## src/rtl/fifo_umbral.sv

```systemverilog
// fifo_umbral: synchronous FIFO with programmable almost-full/almost-empty thresholds
// and sticky overflow/underflow error bits for the downstream flow-control FSM.
module fifo_umbral #(
  parameter int DATA_WIDTH = 8,
  parameter int ADDR_WIDTH = 3
) (
  input  logic                  clk,
  input  logic                  reset,
  input  logic                  wr_en,
  input  logic [DATA_WIDTH-1:0] data_in,
  input  logic                  rd_en,
  input  logic [ADDR_WIDTH:0]   umbral_alto,
  input  logic [ADDR_WIDTH:0]   umbral_bajo,
  output logic [DATA_WIDTH-1:0] data_out,
  output logic                  valid_out,
  output logic [ADDR_WIDTH:0]   count,
  output logic                  full,
  output logic                  almost_full,
  output logic                  empty,
  output logic                  almost_empty,
  output logic                  error_full,
  output logic                  error_empty
);
  localparam int DEPTH = 2 ** ADDR_WIDTH;
  logic [DATA_WIDTH-1:0] mem [DEPTH];
  logic [ADDR_WIDTH-1:0] wr_ptr, rd_ptr;
  logic                  wr_acc, rd_acc;
  assign full         = count == (ADDR_WIDTH + 1)'(DEPTH);
  assign empty        = count == '0;
  assign almost_full  = count >= umbral_alto;
  assign almost_empty = count <= umbral_bajo;
  // A read on a full FIFO frees the slot the concurrent write lands in.
  assign wr_acc = wr_en && (!full || rd_en);
  assign rd_acc = rd_en && !empty;
  always_ff @(posedge clk)
    if (wr_acc) mem[wr_ptr] <= data_in;
  always_ff @(posedge clk or negedge reset)
    if (!reset) begin
      wr_ptr      <= '0;
      rd_ptr      <= '0;
      count       <= '0;
      data_out    <= '0;
      valid_out   <= 1'b0;
      error_full  <= 1'b0;
      error_empty <= 1'b0;
    end else begin
      if (wr_acc) wr_ptr <= wr_ptr + 1'b1;
      if (rd_acc) rd_ptr <= rd_ptr + 1'b1;
      if (rd_acc) data_out <= mem[rd_ptr];
      valid_out <= rd_acc;
      if (wr_acc && !rd_acc) count <= count + 1'b1;
      else if (rd_acc && !wr_acc) count <= count - 1'b1;
      if (wr_en && !wr_acc) error_full <= 1'b1;
      if (rd_en && !rd_acc) error_empty <= 1'b1;
    end
endmodule

```

## config.mk

```make
export PLATFORM = sky130hd
export DESIGN_NAME = fifo_umbral
export DESIGN_NICKNAME = d
export VERILOG_FILES = /design/src/rtl/fifo_umbral.sv
export SDC_FILE = /design/constraint.sdc
export NUM_CORES = 1
export LEC_CHECK = 0
export ABC_CLOCK_PERIOD_IN_PS = 3700
export BUFFER_PORTS_ARGS = -buffer_cell sky130_fd_sc_hd__buf_2
export CAP_MARGIN = 20
export CORE_ASPECT_RATIO = 1.25
export CORE_MARGIN = 2
export CORE_UTILIZATION = 40
export CTS_BUF_LIST = sky130_fd_sc_hd__clkbuf_2 sky130_fd_sc_hd__clkbuf_4 sky130_fd_sc_hd__clkbuf_8
export CTS_CLUSTER_DIAMETER = 40
export DETAILED_ROUTE_END_ITERATION = 8
export PLACE_DENSITY = 0.57
export SKIP_CTS_REPAIR_TIMING = 1
export SLEW_MARGIN = 20
export SYNTH_ARGS = -nofsm -noshare
export SYNTH_HDL_FRONTEND = slang
export SYNTH_SLANG_ARGS = --single-unit
```

## constraint.sdc

```tcl
create_clock -name clk -period 3.7 [get_ports clk]
set_input_delay 0.925 -clock clk [delete_from_list [all_inputs] [get_ports clk]]
set_output_delay 0.925 -clock clk [all_outputs]
set_load 0.1 [all_outputs]
```

Yosys cells after proc, flatten, opt, wreduce, memory -nomap -nowiden
Memory sizes are Yosys's and may differ from the RTL's. A register that Yosys moved wholly into a read port is not among the register bits.
Index checks and enable logic that the tools add are counted.

word-level totals
  flip-flop bits (word level) = 13
  bits in latches = 0
  RAM bits = 64
  ROM bits = 0
  input bits = 20
  output and inout bits = 19
  logic and storage cells = 32
  memories kept = 1

cells by class
  add/subtract/negate cells = 4
  multiply operators = 0
  divide/modulo/power cells = 0
  magnitude comparators = 2
  equality and inequality tests = 1
  shifts and indexed selects = 0
  multiplexer cells = 4
  bitwise gates (word level) = 0
  reductions and logical operators = 14

memory list
  memory  depth  width  read ports  clocked after memory_dff  write ports  RTL line  source
  mem     8      8      1           1                         1            25        logic [DATA_WIDTH-1:0] mem [DEPTH];

operator list
  operator                                          count
  two-way mux 4 bit                                 2
  adder 3 x 1 -> 3 bit, second input constant       2
  logical AND 1 bit                                 6
  zero test 1 bit                                   5
  adder 4 x 1 -> 4 bit, second input constant       1
  equality test 4 bit, second input constant        1
  >= comparator 4 bit                               1
  <= comparator 4 bit                               1
  zero test 4 bit                                   1
  subtractor 4 x 1 -> 4 bit, second input constant  1
  two-way mux 1 bit                                 2
  nonzero test 2 bit                                1
  logical OR 1 bit                                  1

Logic depth before layout (Yosys ltp)
  word-level depth = 8
  mapped depth = 10
  gate-level depth less buffers = 10

Least setup slack after synthesis
OpenSTA, ideal clock, no wires.

  path kind = register to output
  from = register count[1]
  to = output port almost_empty
  arrival = 3.965 ns
  data required time = 2.775 ns
  path slack = -1.190 ns
  cell stages (with the launch flop) = 6
  path buffers = 0
  cell sequence = dfrtp_1 -> ha_1 -> nor2b_1 -> o21a_1 -> o21a_1 -> o21ai_0

between the ends
  longest elaborated chain between the ends = 1

RTL lines
  element                   RTL line  source
  start: declaration        16        output logic [ADDR_WIDTH:0] count,
  start signal: assignment  51        if (wr_acc && !rd_acc) count <= count + 1'b1;
  start signal: assignment  52        else if (rd_acc && !wr_acc) count <= count - 1'b1;
  <= comparator 4 bit       31        assign almost_empty = count <= umbral_bajo;
  end: declaration          20        output logic almost_empty,

Every way passes these cells.

Worst setup path in the final report
  from = input port umbral_bajo[1]
  to = output port almost_empty

between the ends
  longest elaborated chain between the ends = 1

RTL lines
  element              RTL line  source
  start: declaration   13        input logic [ADDR_WIDTH:0] umbral_bajo,
  <= comparator 4 bit  31

Every way passes these cells.

==> reports/summary.txt <==
Ys Warns: 0
DRT antenna net count: 0
Synth cell types: 36
total number of vias: 2083
# fillers: 811
Worst Setup Start Kind: primary input
layout cell share with drive strength beyond 1: 31.9%
Reg clk slew, reported paths: 0.08 ns
CP cell instances: buf_2 -> inv_1 -> ha_1 -> nor2b_1 -> o21a_1 -> o21a_1 -> o21ai_2 -> buf_2
Chip Width: 89.5 µm
worst endpoint required time: 2.77 ns
synthesized instance count: 243
Crit Path Category: in -> out
clk buf depth: 2
synthesis-to-finish area growth: 16.0%
Initial Util: 40.5%
worst skew pair latency: 0.35 ns
R2R Path Start: count[1]
status: finished clean
first-pass GRT wire length: 10.5 mm
Hold Path Class: reg -> reg
leading area contributor after synthesis: edfxtp_1
Port Buffers: 38
Slew @ Worst Pin: 0.763 ns
Slew HR: 49.1%
GPL Wtd Cong: 0.714
GR Overflow Total: 0
Tcrit/Tclk final: 87.4%
#FFs+latches synth: 85
most frequent cells in the layout: edfxtp_1, buf_2, nand2_1
largest net degree at the start of global routing: 35
TritonCTS Buffers: 9
# diodes: 0
initial antenna violation count: 0
die area: 9920 µm²
CTS tree: done
RSZ-0062 raised after global routing: false
multi-input logic area: 1120 µm²
Async S/R FF share, synth: 24.7%
post-DP HPWL: 4.57 mm
Post-Syn Nets: 277
hold path start: error_empty
Avg Vias per Cell: 4.95
crit path DAT: 2.31 ns
Fmax: 0.309 GHz
CORE AREA: 9030 µm²
Placed Instances: 405
top cells by area, synth: edfxtp_1, dfrtp_1, mux2_2, mux2i_1, ha_1
syn avg cell area: 15.0 µm²
Setup crit end kind: output pin
number of global-route vias before repair: 2077
FF/Latch Area: 2450 µm²
H-tree lvl count: 3
clock skew: 0.0109 ns
root buffer cell: clkbuf_8
# setup viols final: 0
CP max stage cell: buf_2
top-area cell type share of the netlist area: 52.6%
critical path's largest stage delay: 0.43 ns
Critical Path Fanout Max: 2
Max Cap Viol: 0
Pre-antenna DRT Iters: 4
1st-iter DRT viols: 149
area of the mapped netlist: 3650 µm²
Chip Height: 111 µm
GRT Resource Usage Total: 14.6%
# rows: 39
fin nets: 327
DRC Markers: 0
Post-synth EDFFs: 64
final WL: 6.68 mm
Max Slew Vio Count: 0
min cycle time layout: 3.23 ns
IO Count: 39
Setup TNS Final: 0 ns
commonest non-fill, non-tap cell in the layout: edfxtp_1
Seq/Total Area, Yosys: 67.0%
Hold Vio Cnt, Final: 0
final cell count without fillers: 421
average wire per standard cell: 15.9 µm
CTS sink count: 85
dominant synthesized flop cell: edfxtp_1
Crit. Startpoint: umbral_bajo[1]
## cell usage after synthesis, types with 2 or more instances
library cell,count
a21o_1,5
a221o_1,8
buf_1,2
buf_2,2
buf_4,2
buf_6,2
dfrtp_1,21
edfxtp_1,64
ha_1,13
inv_1,9
mux2_2,17
mux2i_1,17
nand2_1,20
nand2_2,2
nand2b_1,5
nor2_1,5
nor2b_1,2
nor3_1,7
o21a_1,2
o21ai_0,3
o21ai_1,8
o22ai_1,8
xnor2_1,6
## registers in the layout, summed over array words and instances (netlist names)
signal	cells
mem	64
data_out	8
count	4
rd_ptr	3
wr_ptr	3
error_empty	1
error_full	1
valid_out	1
## cells by family after synthesis
| family | count (synthesis) | share of synthesized area [%] |
|---|---|---|
| buffers and inverters | 20 | 2.81 |
| adder cells (fa/ha/maj) | 14 | 5.00 |
| multiplexers | 34 | 9.89 |
| AND/OR/NAND/NOR | 45 | 6.13 |
| AO/OA/AOI/OAI | 39 | 7.77 |
| XOR/XNOR | 6 | 1.44 |
| flip-flops | 85 | 67.0 |
## path summary, 6_finish.rpt
kind	to	slack, ns	cells past startpoint
worst max-delay path	almost_empty	0.47	8
worst min-delay path	error_empty	0.45	1
worst max register to register	count[3]	0.65	9
worst min register to register	error_empty	0.45	1
max in group asynchronous	count[0]	2.83	1
min in group asynchronous	wr_ptr[0]	0.52	1
## metrics by stage
stage,hold slack [ns],instance area [µm²],utilization [%],setup WS [ns]
after global placement,0.439,4040,44.7,0.489
after detailed placement,0.440,4040,44.7,0.459
final,0.452,4240,47.0,0.466
after CTS,0.458,4240,47.0,0.458
after global routing,0.475,4240,47.0,0.387
after floorplan,0.505,3670,-,0.0444
## layer usage
metal	wire, µm	up-vias	GRT usage [%]
li1	-	1019	-
met1	2960	1012	18.5
met2	3370	41	23.6
met3	192	11	2.31
met4	155	0	7.46
met5	0	-	0
## cell type report
cell class | count | area share, %
Clock inverter | 4 | 1.12
Inverter | 11 | 1.03
Sequential cell | 85 | 57.9
Timing Repair Buffer | 48 | 6.26
Clock buffer | 12 | 3.60
Multi-Input combinational cell | 138 | 26.5
Tap cell | 123 | 3.63
## worst max-delay path, delay by kind of cell
kind	cells	cell delay, ns
buffers and inverters	3	0.53
AND/OR/NAND/NOR	1	0.14
adder cells (fa/ha/maj)	1	0.29
AO/OA/AOI/OAI	3	0.42
Power is not shown: default switching activity piles up to over one toggle a cycle in this logic, so the estimate is an artifact.
